$ cat config.mk
export PLATFORM = sky130hd
export DESIGN_NAME = char_lcd_rcv
export DESIGN_NICKNAME = d
export VERILOG_FILES = /design/src/rtl/char_lcd_pkg.sv /design/src/rtl/char_lcd_addr_map.sv /design/src/rtl/char_lcd_rcv.sv
export SDC_FILE = /design/constraint.sdc
export NUM_CORES = 1
export LEC_CHECK = 0
export BUFFER_PORTS_ARGS = -buffer_cell sky130_fd_sc_hd__buf_4
export CORE_MARGIN = 3
export CORE_UTILIZATION = 60
export CTS_CLUSTER_DIAMETER = 120
export DETAILED_ROUTE_END_ITERATION = 10
export PLACE_DENSITY_LB_ADDON = 0.25
export SKIP_LAST_GASP = 1
export SYNTH_ARGS = -nofsm -noshare
export SYNTH_HDL_FRONTEND = slang
export SYNTH_SLANG_ARGS = --single-unit
export TNS_END_PERCENT = 1
$ cat constraint.sdc
create_clock -name clk -period 8.8 [get_ports clk]
set_clock_uncertainty 0.15 [all_clocks]
set_input_delay 1.76 -clock clk [delete_from_list [all_inputs] [get_ports clk]]
set_output_delay 1.76 -clock clk [all_outputs]
set_load 0.05 [all_outputs]
$ cat src/rtl/char_lcd_pkg.sv
// rtl/char_lcd_pkg.sv - command classes, DDRAM map constants and FSM states for char_lcd_rcv
package char_lcd_pkg;

    localparam logic [7:0] SPACE_CHAR_DEFAULT = 8'h20;
    localparam logic [6:0] LINE1_BASE         = 7'h00;
    localparam logic [6:0] LINE2_BASE         = 7'h40;
    localparam logic [6:0] LINE_LAST          = 7'h27;

    typedef enum logic [2:0] {
        CMD_CLEAR,
        CMD_HOME,
        CMD_ENTRY,
        CMD_DISP,
        CMD_SHIFT,
        CMD_FUNC,
        CMD_CGRAM,
        CMD_DDRAM
    } cmd_class_t;

    typedef enum logic {
        IDLE,
        CLEAR
    } state_t;

    // Class is chosen by the highest set bit; an all-zero byte is a harmless no-op.
    function automatic cmd_class_t cmd_decode(input logic [7:0] db);
        cmd_class_t c;
        c = CMD_FUNC;
        if (db[7])      c = CMD_DDRAM;
        else if (db[6]) c = CMD_CGRAM;
        else if (db[5]) c = CMD_FUNC;
        else if (db[4]) c = CMD_SHIFT;
        else if (db[3]) c = CMD_DISP;
        else if (db[2]) c = CMD_ENTRY;
        else if (db[1]) c = CMD_HOME;
        else if (db[0]) c = CMD_CLEAR;
        return c;
    endfunction

endpackage

$ cat src/rtl/char_lcd_addr_map.sv
// rtl/char_lcd_addr_map.sv - DDRAM address to buffer index, plus 2-line wrap-aware next addresses
module char_lcd_addr_map
    import char_lcd_pkg::*;
(
    input  logic [6:0] addr,
    output logic [4:0] idx,
    output logic       visible,
    output logic [6:0] addr_inc,
    output logic [6:0] addr_dec
);

    logic [5:0] low;
    logic       line2;

    assign low     = addr[5:0];
    assign line2   = addr[6];
    assign visible = (low < 6'h10);
    assign idx     = {line2, addr[3:0]};

    // Out-of-map offsets (above 0x27 within a line) snap to the neighbouring in-map address.
    always_comb begin
        addr_inc = addr + 7'd1;
        if (low >= LINE_LAST[5:0])
            addr_inc = line2 ? LINE1_BASE : LINE2_BASE;

        addr_dec = addr - 7'd1;
        if (low > LINE_LAST[5:0])
            addr_dec = {line2, LINE_LAST[5:0]};
        else if (low == 6'd0)
            addr_dec = {~line2, LINE_LAST[5:0]};
    end

endmodule

$ cat src/rtl/char_lcd_rcv.sv
// rtl/char_lcd_rcv.sv - HD44780-style LCD bus receiver mirroring 2x16 DDRAM; CHAR_LCD_RCV_BUSY_EN adds busy model
module char_lcd_rcv
    import char_lcd_pkg::*;
#(
    parameter int          BUSY_CYC   = 8,
    parameter logic [7:0]  SPACE_CHAR = SPACE_CHAR_DEFAULT
) (
    input  logic       clk,
    input  logic       rst,
    input  logic [7:0] lcd_db,
    input  logic       lcd_rs,
    input  logic       lcd_rw,
    input  logic       lcd_e,
    input  logic [4:0] rd_addr,
    output logic [7:0] rd_char,
    output logic [6:0] ddram_addr,
    output logic       disp_on,
    output logic       cursor_on,
    output logic       busy,
    output logic       cmd_valid,
    output logic       proto_err
);

    logic [7:0] db_q;
    logic       rs_q, rw_q, e_q, e_qq;
    logic       strobe, accept;
    logic       inc_mode;
    logic [4:0] clr_idx;
    logic [7:0] char_buf [32];
    state_t     state_q, state_d;
    cmd_class_t cmd_class;

    logic [4:0] map_idx;
    logic       map_visible;
    logic [6:0] addr_inc, addr_dec;

    char_lcd_addr_map u_addr_map (
        .addr     (ddram_addr),
        .idx      (map_idx),
        .visible  (map_visible),
        .addr_inc (addr_inc),
        .addr_dec (addr_dec)
    );

    always_ff @(posedge clk) begin
        if (rst) begin
            db_q <= '0;
            rs_q <= 1'b0;
            rw_q <= 1'b0;
            e_q  <= 1'b0;
            e_qq <= 1'b0;
        end else begin
            db_q <= lcd_db;
            rs_q <= lcd_rs;
            rw_q <= lcd_rw;
            e_q  <= lcd_e;
            e_qq <= e_q;
        end
    end

    assign strobe    = e_qq & ~e_q;
    assign accept    = strobe & ~rw_q & ~busy;
    assign cmd_class = cmd_decode(db_q);

`ifdef CHAR_LCD_RCV_BUSY_EN
    localparam int BUSY_W = $clog2(BUSY_CYC + 1);
    logic [BUSY_W-1:0] busy_cnt;

    always_ff @(posedge clk) begin
        if (rst)
            busy_cnt <= '0;
        else if (accept)
            busy_cnt <= BUSY_W'(BUSY_CYC);
        else if (busy_cnt != '0)
            busy_cnt <= busy_cnt - 1'b1;
    end

    assign busy = (state_q == CLEAR) | (busy_cnt != '0);
`else
    logic unused_busy_cyc;
    assign unused_busy_cyc = (BUSY_CYC == 0);
    assign busy = (state_q == CLEAR);
`endif

    always_ff @(posedge clk) begin
        if (rst) state_q <= IDLE;
        else     state_q <= state_d;
    end

    always_comb begin
        state_d = state_q;
        case (state_q)
            IDLE:    if (accept && !rs_q && cmd_class == CMD_CLEAR) state_d = CLEAR;
            CLEAR:   if (clr_idx == 5'd31) state_d = IDLE;
            default: state_d = IDLE;
        endcase
    end

    always_ff @(posedge clk) begin
        if (rst) begin
            ddram_addr <= LINE1_BASE;
            inc_mode   <= 1'b1;
            disp_on    <= 1'b0;
            cursor_on  <= 1'b0;
            cmd_valid  <= 1'b0;
            proto_err  <= 1'b0;
            clr_idx    <= '0;
        end else begin
            cmd_valid <= accept;
            proto_err <= strobe & ~accept;
            // clr_idx wraps 31->0 on the last sweep cycle, so it is ready for the next clear.
            if (state_q == CLEAR) clr_idx <= clr_idx + 5'd1;
            if (accept) begin
                if (rs_q) begin
                    ddram_addr <= inc_mode ? addr_inc : addr_dec;
                end else begin
                    case (cmd_class)
                        CMD_CLEAR: begin
                            ddram_addr <= LINE1_BASE;
                            inc_mode   <= 1'b1;
                        end
                        CMD_HOME:  ddram_addr <= LINE1_BASE;
                        CMD_ENTRY: inc_mode <= db_q[1];
                        CMD_DISP: begin
                            disp_on   <= db_q[2];
                            cursor_on <= db_q[1];
                        end
                        CMD_SHIFT: if (!db_q[3]) ddram_addr <= db_q[2] ? addr_inc : addr_dec;
                        CMD_DDRAM: ddram_addr <= db_q[6:0];
                        default: ;
                    endcase
                end
            end
        end
    end

    always_ff @(posedge clk) begin
        if (rst) begin
            for (int i = 0; i < 32; i++) char_buf[i] <= SPACE_CHAR;
        end else if (state_q == CLEAR) begin
            char_buf[clr_idx] <= SPACE_CHAR;
        end else if (accept && rs_q && map_visible) begin
            char_buf[map_idx] <= db_q;
        end
    end

    always_ff @(posedge clk) begin
        if (rst) rd_char <= '0;
        else     rd_char <= char_buf[rd_addr];
    end

endmodule

==> flow_results.xml, run 1 <==
<?xml version="1.0" encoding="UTF-8"?>
<metrics>
  <group name="synth">
    <metric name="number_of_storage_elements_in_the_synthesis_netlist" unit="">294</metric>
    <metric name="syn_area" unit="um^2">13790</metric>
    <metric name="post-synth-top-area-fraction" unit="">0.5574</metric>
    <metric name="syn_avg_cell_area" unit="um^2">12.93</metric>
    <metric name="netlist-cell-type-count" unit="">81</metric>
    <metric name="synth_top_area_cell" unit="">sky130_fd_sc_hd__edfxtp_1</metric>
    <metric name="synth_enable_flop_cells" unit="">256</metric>
    <metric name="synth_ff_type" unit="">sky130_fd_sc_hd__edfxtp_1</metric>
    <metric name="synth_sequential_area_ratio" unit="">0.6125</metric>
    <metric name="synthesis.nets" unit="">1089</metric>
    <metric name="warning_count_from_the_yosys_run" unit="">0</metric>
    <metric name="asyncSetResetFlopFracSynth" unit="">0</metric>
    <metric name="synthTopCellsByArea" unit="">sky130_fd_sc_hd__edfxtp_1, sky130_fd_sc_hd__mux4_2, sky130_fd_sc_hd__nor2_1</metric>
    <metric name="syn_inst" unit="">1067</metric>
  </group>
  <group name="clock_tree">
    <metric name="post_cts_resize_count" unit="">0</metric>
    <metric name="cts_hold_repair.buffers" unit="">0</metric>
    <metric name="clkSinkCount" unit="">294</metric>
    <metric name="post-cts-setup-buffers" unit="">0</metric>
    <metric name="htree_levels" unit="">1</metric>
    <metric name="cts_buffers" unit="">30</metric>
    <metric name="cts-root-to-sink-buffers" unit="">3</metric>
    <metric name="tritoncts" unit="">done</metric>
    <metric name="clkSlewWorstSetupHoldPaths" unit="ps">60</metric>
    <metric name="clk_latency" unit="ps">560</metric>
    <metric name="root_buffer" unit="">sky130_fd_sc_hd__clkbuf_16</metric>
  </group>
  <group name="drt">
    <metric name="drt_first_iter_violations" unit="">1192</metric>
    <metric name="overall_routed_net_length" unit="um">35000</metric>
    <metric name="route.detailed.vias_per_inst" unit="">6.749</metric>
    <metric name="final_antenna_violating_net_count" unit="">0</metric>
    <metric name="drt_first_pass_iters" unit="">6</metric>
    <metric name="detailroute.via_count" unit="">9172</metric>
    <metric name="remaining_drc_errors" unit="">0</metric>
    <metric name="avgRoutedWirePerCell" unit="um">25.75</metric>
  </group>
  <group name="grt">
    <metric name="global_route.usage.met2" unit="">0.4505</metric>
    <metric name="globalRoute.totalOverflow" unit="">0</metric>
    <metric name="globalRouteMet1Util" unit="">0.4149</metric>
    <metric name="grt_use_total" unit="">0.2910</metric>
    <metric name="via_count_of_the_first_global_routing_pass" unit="">8933</metric>
    <metric name="gr-usage-met3" unit="">0.06370</metric>
    <metric name="gr-max-usage-layer" unit="">met2</metric>
    <metric name="antenna_found_initial" unit="">0</metric>
    <metric name="maximum_number_of_pins_on_one_net_before_global_route_repair" unit="">65</metric>
    <metric name="global_route_wire_length_before_repair" unit="um">54280</metric>
  </group>
  <group name="sta">
    <metric name="slew_headroom" unit="">0.09402</metric>
    <metric name="rsz0062_at_grt" unit="">false</metric>
    <metric name="maxClockFrequency" unit="GHz">0.2153</metric>
    <metric name="min_period_over_period" unit="">0.5278</metric>
    <metric name="maxSlewViolCount" unit="">0</metric>
    <metric name="timing.setup.tns" unit="ps">0</metric>
    <metric name="worstMarginPinSlew" unit="ps">1345</metric>
    <metric name="timing.final.setup_violations" unit="">0</metric>
    <metric name="fin_crit" unit="ps">4645</metric>
    <metric name="hold_viol_final" unit="">0</metric>
  </group>
  <group name="layout">
    <metric name="final_net_count" unit="">1078</metric>
    <metric name="antenna-diode-count" unit="">0</metric>
    <metric name="commonest_non_fill_non_tap_cell_in_the_layout" unit="">sky130_fd_sc_hd__edfxtp_1</metric>
    <metric name="final_layout_size_suffix_gt1_frac" unit="">0.1816</metric>
    <metric name="commonest_cells_after_routing_fill_and_taps_aside" unit="">sky130_fd_sc_hd__edfxtp_1, sky130_fd_sc_hd__nor2_1, sky130_fd_sc_hd__nand2_1</metric>
    <metric name="n_fill_cell" unit="">1523</metric>
    <metric name="syn2layout_area_growth" unit="%">9.635</metric>
    <metric name="fin_area" unit="um^2">15120</metric>
  </group>
  <group name="power">
    <metric name="irDropWorstVdd" unit="mV">0.1988</metric>
    <metric name="leakagePower" unit="uW">0.004877</metric>
    <metric name="power_density" unit="nW/um^2">205.4</metric>
  </group>
  <group name="worst_hold_path">
    <metric name="hold_path_class" unit="">reg -&gt; reg</metric>
  </group>
  <group name="worst_setup_path">
    <metric name="crit_fanout" unit="">37</metric>
    <metric name="kind_of_start_point_of_the_critical_path" unit="">input pin</metric>
    <metric name="critPathKind" unit="">in -&gt; reg</metric>
    <metric name="arrival" unit="ps">4640</metric>
    <metric name="end_kind" unit="">flip-flop</metric>
    <metric name="worst_ep_required_time" unit="ps">8790</metric>
  </group>
  <group name="floorplan">
    <metric name="dieWidth" unit="um">157.6</metric>
    <metric name="placeableCoreArea" unit="um^2">22230</metric>
    <metric name="die_h" unit="um">157.6</metric>
    <metric name="placement_rows" unit="">54</metric>
    <metric name="total_die_area" unit="um^2">24840</metric>
    <metric name="design.portCount" unit="">38</metric>
    <metric name="initial_core_util" unit="">0.6205</metric>
  </group>
  <group name="status">
    <metric name="outcome" unit="">finished, final reports clean</metric>
  </group>
  <group name="placed_design">
    <metric name="finalWeightedCongestion" unit="">0.9789</metric>
    <metric name="placement.cell_area" unit="um^2">14070</metric>
    <metric name="post-dp-hpwl" unit="um">22900</metric>
    <metric name="io_buffers" unit="">37</metric>
  </group>
  <group name="flow_run">
    <metric name="maxcap_viol_count" unit="">0</metric>
  </group>
</metrics>
-- power breakdown --
group | leakage [uW] | switching, uW | internal (uW) | total, uW
Clock | 0.000498 | 542 | 800 | 1340
Combinational | 0.00154 | 114 | 72.4 | 186
Sequential | 0.00284 | 25.5 | 1550 | 1580
Total | 0.00488 | 681 | 2430 | 3110
-- final timing paths --
| check | from | end | slack (ps) | cells past startpoint |
|---|---|---|---|---|
| worst min register to register | disp_on$_SDFFE_PP0P_ | disp_on$_SDFFE_PP0P_ | 330 | 2 |
| worst min-delay path | disp_on$_SDFFE_PP0P_ | disp_on$_SDFFE_PP0P_ | 330 | 2 |
| worst max-delay path | rst | char_buf[23][5]$_SDFFCE_PN1P_ | 4160 | 6 |
| worst max register to register | rs_q$_SDFF_PP0_ | char_buf[20][6]$_SDFFCE_PN0P_ | 4880 | 4 |
-- flip-flops by register name, indices dropped and copies added (netlist names) --
| name | cells |
|---|---|
| char_buf | 256 |
| db_q | 8 |
| rd_char | 8 |
| ddram_addr | 7 |
| clr_idx | 5 |
| busy | 1 |
| cmd_valid | 1 |
| cursor_on | 1 |
| disp_on | 1 |
| e_q | 1 |
| e_qq | 1 |
| inc_mode | 1 |
| proto_err | 1 |
| rs_q | 1 |
| rw_q | 1 |
-- cell type report --
class                      count  area, um^2  area share
clock buffer                  32       758.2     0.05014
clock inverter                23       289.0     0.01911
tap                          280       350.3     0.02317
sequential                   294        8448      0.5587
timing repair buffer          45       337.8     0.02234
inverter                      13       48.80    0.003227
multi-input combinational    672        4888      0.3233
-- per-stage QoR --
step,cells,hold WS [ps],worst slack (ps),utilization,total power [uW]
finish,1359,330.8,4155,0.6802,3106
global route,1359,376.1,3903,0.6802,3180
CTS,1359,332.9,4241,0.6802,3109
detailed placement,1304,318.6,3682,0.6331,1791
global placement,1304,317.0,3754,0.6331,1787
floorplan,1067,316.5,4728,-,1728
-- worst max-delay path, stage by stage --
cell	delay [ps]
sky130_fd_sc_hd__buf_4	360
sky130_fd_sc_hd__and3b_1	280
sky130_fd_sc_hd__nor2_1	460
sky130_fd_sc_hd__nor2_1	100
sky130_fd_sc_hd__a21oi_1	980
sky130_fd_sc_hd__o21ai_0	670
-- Yosys cell counts, drive strengths merged (12+ instances only) --
cell	n
nand3	21
clkbuf	54
o21ai	22
nand2b	24
mux4	64
nor2b	23
nand2	70
dfxtp	38
edfxtp	256
a21oi	17
inv	12
a22o	16
a221oi	18
nor2	252
buf	34
-- cell families after synthesis --
family / Yosys count / share of synthesized area
AND/OR/NAND/NOR: 452 / 0.1585
multiplexers: 74 / 0.1121
buffers and inverters: 101 / 0.03375
adder cells (fa/ha/maj): 4 / 0.003629
XOR/XNOR: 7 / 0.004445
flip-flops: 294 / 0.6125
AO/OA/AOI/OAI: 135 / 0.07503
-- layer usage --
layer / up-vias / part of all wire
met2: 625 / 0.46
met5: - / 0
met4: 0 / 0.042
li1: 3949 / -
met3: 120 / 0.13
met1: 4478 / 0.37
Note: power is estimated with default switching activity, not from simulation.
==> run 2: changes to the inputs <==
--- a/config.mk
+++ b/config.mk
@@ -5,6 +5,7 @@
 export SDC_FILE = /design/constraint.sdc
 export NUM_CORES = 1
 export LEC_CHECK = 0
+export ABC_AREA = 1
 export BUFFER_PORTS_ARGS = -buffer_cell sky130_fd_sc_hd__buf_4
 export CORE_MARGIN = 3
 export CORE_UTILIZATION = 60
==> constraint.sdc (replaced) <==
create_clock -name clk -period 4.7 [get_ports clk]
set_clock_uncertainty 0.15 [all_clocks]
set_input_delay 0.94 -clock clk [delete_from_list [all_inputs] [get_ports clk]]
set_output_delay 0.94 -clock clk [all_outputs]
set_load 0.05 [all_outputs]
==> run 2 against run 1 <==
- sequential power grew 86%
- first-iteration DRC count grew 2.3%
- via count grew 17%
- setup slack lost 2800 ps
- total power grew 86%
- register-to-register slack lost 3500 ps
- final area shrank 0.48%
- utilization grew 0.088 points
- cell count grew 26%
- global-route usage shrank 0.12 points
- sequential share of layout area grew 0.27 points
- non-clock buffer count grew 8
- critical path type is now reg -> reg
==> flow_results.xml, run 2 <==
<?xml version="1.0" encoding="UTF-8"?>
<metrics>
  <group name="status">
    <metric name="outcome" unit="">finished, final reports clean</metric>
  </group>
  <group name="synth">
    <metric name="syn_inst" unit="">1415</metric>
    <metric name="number_of_storage_elements_in_the_synthesis_netlist" unit="">294</metric>
    <metric name="asyncSetResetFlopFracSynth" unit="">0</metric>
    <metric name="warning_count_from_the_yosys_run" unit="">0</metric>
    <metric name="synth_sequential_area_ratio" unit="">0.6197</metric>
    <metric name="synthTopCellsByArea" unit="">sky130_fd_sc_hd__edfxtp_1, sky130_fd_sc_hd__nor2_1, sky130_fd_sc_hd__dfxtp_1</metric>
    <metric name="yosysMostFrequentCell" unit="">sky130_fd_sc_hd__nor2_1</metric>
    <metric name="post-synth-top-area-fraction" unit="">0.5639</metric>
    <metric name="ys_top_cells_by_count" unit="">sky130_fd_sc_hd__nor2_1, sky130_fd_sc_hd__edfxtp_1, sky130_fd_sc_hd__nand2_1, sky130_fd_sc_hd__o21ai_0, sky130_fd_sc_hd__nand3_1</metric>
    <metric name="syn_avg_cell_area" unit="um^2">9.634</metric>
    <metric name="synthesis.nets" unit="">1437</metric>
    <metric name="synth_top_area_cell" unit="">sky130_fd_sc_hd__edfxtp_1</metric>
    <metric name="synth_ff_type" unit="">sky130_fd_sc_hd__edfxtp_1</metric>
    <metric name="synth_enable_flop_cells" unit="">256</metric>
    <metric name="netlist-cell-type-count" unit="">32</metric>
    <metric name="syn_area" unit="um^2">13630</metric>
  </group>
  <group name="placed_design">
    <metric name="post-dp-hpwl" unit="um">22570</metric>
    <metric name="finalWeightedCongestion" unit="">0.9155</metric>
    <metric name="io_buffers" unit="">37</metric>
  </group>
  <group name="clock_tree">
    <metric name="tritoncts" unit="">done</metric>
    <metric name="clkSlewWorstSetupHoldPaths" unit="ps">60</metric>
    <metric name="clkSinkCount" unit="">294</metric>
    <metric name="htree_levels" unit="">1</metric>
    <metric name="cts-root-to-sink-buffers" unit="">3</metric>
    <metric name="cts_buffers" unit="">30</metric>
    <metric name="clk_latency" unit="ps">550</metric>
    <metric name="cts_hold_repair.buffers" unit="">0</metric>
    <metric name="post-cts-setup-buffers" unit="">0</metric>
    <metric name="post_cts_resize_count" unit="">0</metric>
    <metric name="root_buffer" unit="">sky130_fd_sc_hd__clkbuf_16</metric>
  </group>
  <group name="layout">
    <metric name="largest_register_ff_count" unit="">256</metric>
    <metric name="syn2layout_area_growth" unit="%">10.39</metric>
    <metric name="final_net_count" unit="">1426</metric>
    <metric name="commonest_cells_after_routing_fill_and_taps_aside" unit="">sky130_fd_sc_hd__nor2_1, sky130_fd_sc_hd__edfxtp_1, sky130_fd_sc_hd__nand2_1, sky130_fd_sc_hd__o21ai_0, sky130_fd_sc_hd__nand3_1</metric>
    <metric name="biggest_register" unit="">char_buf</metric>
    <metric name="biggestRegsByFlops" unit="">char_buf (256), db_q (8), rd_char (8)</metric>
    <metric name="antenna-diode-count" unit="">0</metric>
    <metric name="layout.core_utilization" unit="">0.6811</metric>
    <metric name="commonest_non_fill_non_tap_cell_in_the_layout" unit="">sky130_fd_sc_hd__nor2_1</metric>
    <metric name="final_layout_size_suffix_gt1_frac" unit="">0.1106</metric>
  </group>
  <group name="power">
    <metric name="internal_power" unit="uW">4486</metric>
    <metric name="irDropWorstVdd" unit="mV">0.2696</metric>
    <metric name="power_density" unit="nW/um^2">383.9</metric>
    <metric name="power.share.combinational" unit="">0.068</metric>
    <metric name="clock_power_share" unit="">0.422</metric>
    <metric name="power.share.switching" unit="">0.2234</metric>
    <metric name="power.net_switching" unit="uW">1291</metric>
    <metric name="leakagePower" unit="uW">0.005274</metric>
    <metric name="sequential_share_of_power" unit="">0.510</metric>
  </group>
  <group name="flow_run">
    <metric name="maxcap_viol_count" unit="">0</metric>
  </group>
  <group name="floorplan">
    <metric name="die_h" unit="um">156.7</metric>
    <metric name="total_die_area" unit="um^2">24560</metric>
    <metric name="design.portCount" unit="">38</metric>
    <metric name="dieWidth" unit="um">156.7</metric>
    <metric name="placement_rows" unit="">54</metric>
    <metric name="initial_core_util" unit="">0.6170</metric>
    <metric name="placeableCoreArea" unit="um^2">22090</metric>
  </group>
  <group name="sta">
    <metric name="timing.setup.tns" unit="ps">0</metric>
    <metric name="fin_crit" unit="ps">3343</metric>
    <metric name="slew_headroom" unit="">0.2316</metric>
    <metric name="worstMarginPinSlew" unit="ps">1151</metric>
    <metric name="timing.final.setup_violations" unit="">0</metric>
    <metric name="rsz0062_at_grt" unit="">false</metric>
    <metric name="min_period_over_period" unit="">0.7113</metric>
    <metric name="maxSlewViolCount" unit="">0</metric>
    <metric name="hold_viol_final" unit="">0</metric>
    <metric name="maxClockFrequency" unit="GHz">0.2991</metric>
  </group>
  <group name="grt">
    <metric name="grt_use_total" unit="">0.2898</metric>
    <metric name="antenna_found_initial" unit="">0</metric>
    <metric name="globalRoute.totalOverflow" unit="">0</metric>
    <metric name="via_count_of_the_first_global_routing_pass" unit="">10178</metric>
    <metric name="global_route_wire_length_before_repair" unit="um">55230</metric>
    <metric name="maximum_number_of_pins_on_one_net_before_global_route_repair" unit="">80</metric>
  </group>
  <group name="worst_setup_path">
    <metric name="worst_ep_required_time" unit="ps">4720</metric>
    <metric name="crit_fanout" unit="">18</metric>
    <metric name="r2r_cells" unit="">7</metric>
    <metric name="critPathKind" unit="">reg -&gt; reg</metric>
    <metric name="kind_of_start_point_of_the_critical_path" unit="">flip-flop</metric>
    <metric name="end_kind" unit="">flip-flop</metric>
    <metric name="arrival" unit="ps">3360</metric>
  </group>
  <group name="drt">
    <metric name="final_antenna_violating_net_count" unit="">0</metric>
    <metric name="routed.top_layer" unit="">met4</metric>
    <metric name="drt_first_pass_iters" unit="">5</metric>
    <metric name="detailroute.via_count" unit="">10692</metric>
    <metric name="overall_routed_net_length" unit="um">35410</metric>
    <metric name="route.met3.wl" unit="um">4109</metric>
    <metric name="avgRoutedWirePerCell" unit="um">20.73</metric>
    <metric name="route.detailed.vias_per_inst" unit="">6.260</metric>
    <metric name="wl_met1" unit="um">13450</metric>
    <metric name="drt_first_iter_violations" unit="">1219</metric>
    <metric name="met2WireLength" unit="um">16440</metric>
    <metric name="remaining_drc_errors" unit="">0</metric>
  </group>
  <group name="worst_hold_path">
    <metric name="hold_path_class" unit="">reg -&gt; reg</metric>
    <metric name="whs_path_depth" unit="">2</metric>
  </group>
</metrics>
## run 2: cell types whose count changed after synthesis, moves of 20 or more
cell	previous run	this run
sky130_fd_sc_hd__nor2_1	251	400
sky130_fd_sc_hd__o21ai_0	19	144
sky130_fd_sc_hd__nand2_1	67	144
sky130_fd_sc_hd__nand3_1	18	95
sky130_fd_sc_hd__mux4_2	64	0
sky130_fd_sc_hd__o221ai_1	0	62
sky130_fd_sc_hd__inv_1	12	55
sky130_fd_sc_hd__clkbuf_1	52	81
sky130_fd_sc_hd__nor3_1	6	35
sky130_fd_sc_hd__nand2_2	1	27
sky130_fd_sc_hd__nor2b_1	23	0
sky130_fd_sc_hd__nand2b_1	20	0
## run 2: path summary, 6_finish.rpt
path	from	endpoint	slack [ps]
min	e_q$_SDFF_PP0_	e_qq$_SDFF_PP0_	270
min reg2reg	e_q$_SDFF_PP0_	e_qq$_SDFF_PP0_	270
max	ddram_addr[5]$_SDFFE_PP0P_	char_buf[18][1]$_SDFFCE_PN0P_	1360
max reg2reg	ddram_addr[5]$_SDFFE_PP0P_	char_buf[18][1]$_SDFFCE_PN0P_	1360
## run 2: cell type report
class | instances | area, um^2
sequential | 294 | 8448
tap | 280 | 350.3
clock buffer | 46 | 934.6
multi-input combinational | 962 | 4563
fill | 1656 | 7046
inverter | 63 | 239.0
timing repair buffer | 53 | 410.4
clock inverter | 10 | 102.6
## run 2: power by group through the flow
stage / clock network (uW) / registers (uW) / logic (uW)
floorplan: 0 / 3010 / 244
global placement: 0 / 3000 / 377
detailed placement: 0 / 3000 / 385
CTS: 2450 / 2940 / 387
global route: 2550 / 2950 / 429
finish: 2440 / 2940 / 392
## run 2: critical path, cell delays in order, from the launching register on
cell,delay [ps]
sky130_fd_sc_hd__dfxtp_1,400
sky130_fd_sc_hd__nor2_1,230
sky130_fd_sc_hd__nand2_1,200
sky130_fd_sc_hd__nor2_8,300
sky130_fd_sc_hd__o21ai_2,160
sky130_fd_sc_hd__nor2_4,270
sky130_fd_sc_hd__nand2_1,340
sky130_fd_sc_hd__o21ai_0,900
## run 2: kinds of logic after synthesis
group,synth area share
AO/OA/AOI/OAI,0.1034
adder cells (fa/ha/maj),0.003672
buffers and inverters,0.04571
flip-flops,0.6197
AND/OR/NAND/NOR,0.2274
## run 2: metal layers
layer / vias up / global-route usage
met1: 4988 / 0.4090
met2: 696 / 0.4601
met4: 0 / 0.1088
li1: 4897 / -
met5: - / 0
met3: 111 / 0.04397
## run 2: metrics by stage
stage / cell area, um^2 / setup slack (ps) / instances / hold WS (ps) / total power, uW
global route: 15050 / 1070 / 1708 / 295.4 / 5933
floorplan: 13630 / 1453 / 1415 / 252.0 / 3255
global placement: 14010 / 1130 / 1652 / 257.1 / 3373
CTS: 15050 / 1407 / 1708 / 271.1 / 5776
detailed placement: 14010 / 1016 / 1652 / 264.6 / 3383
finish: 15050 / 1357 / 1708 / 266.5 / 5776
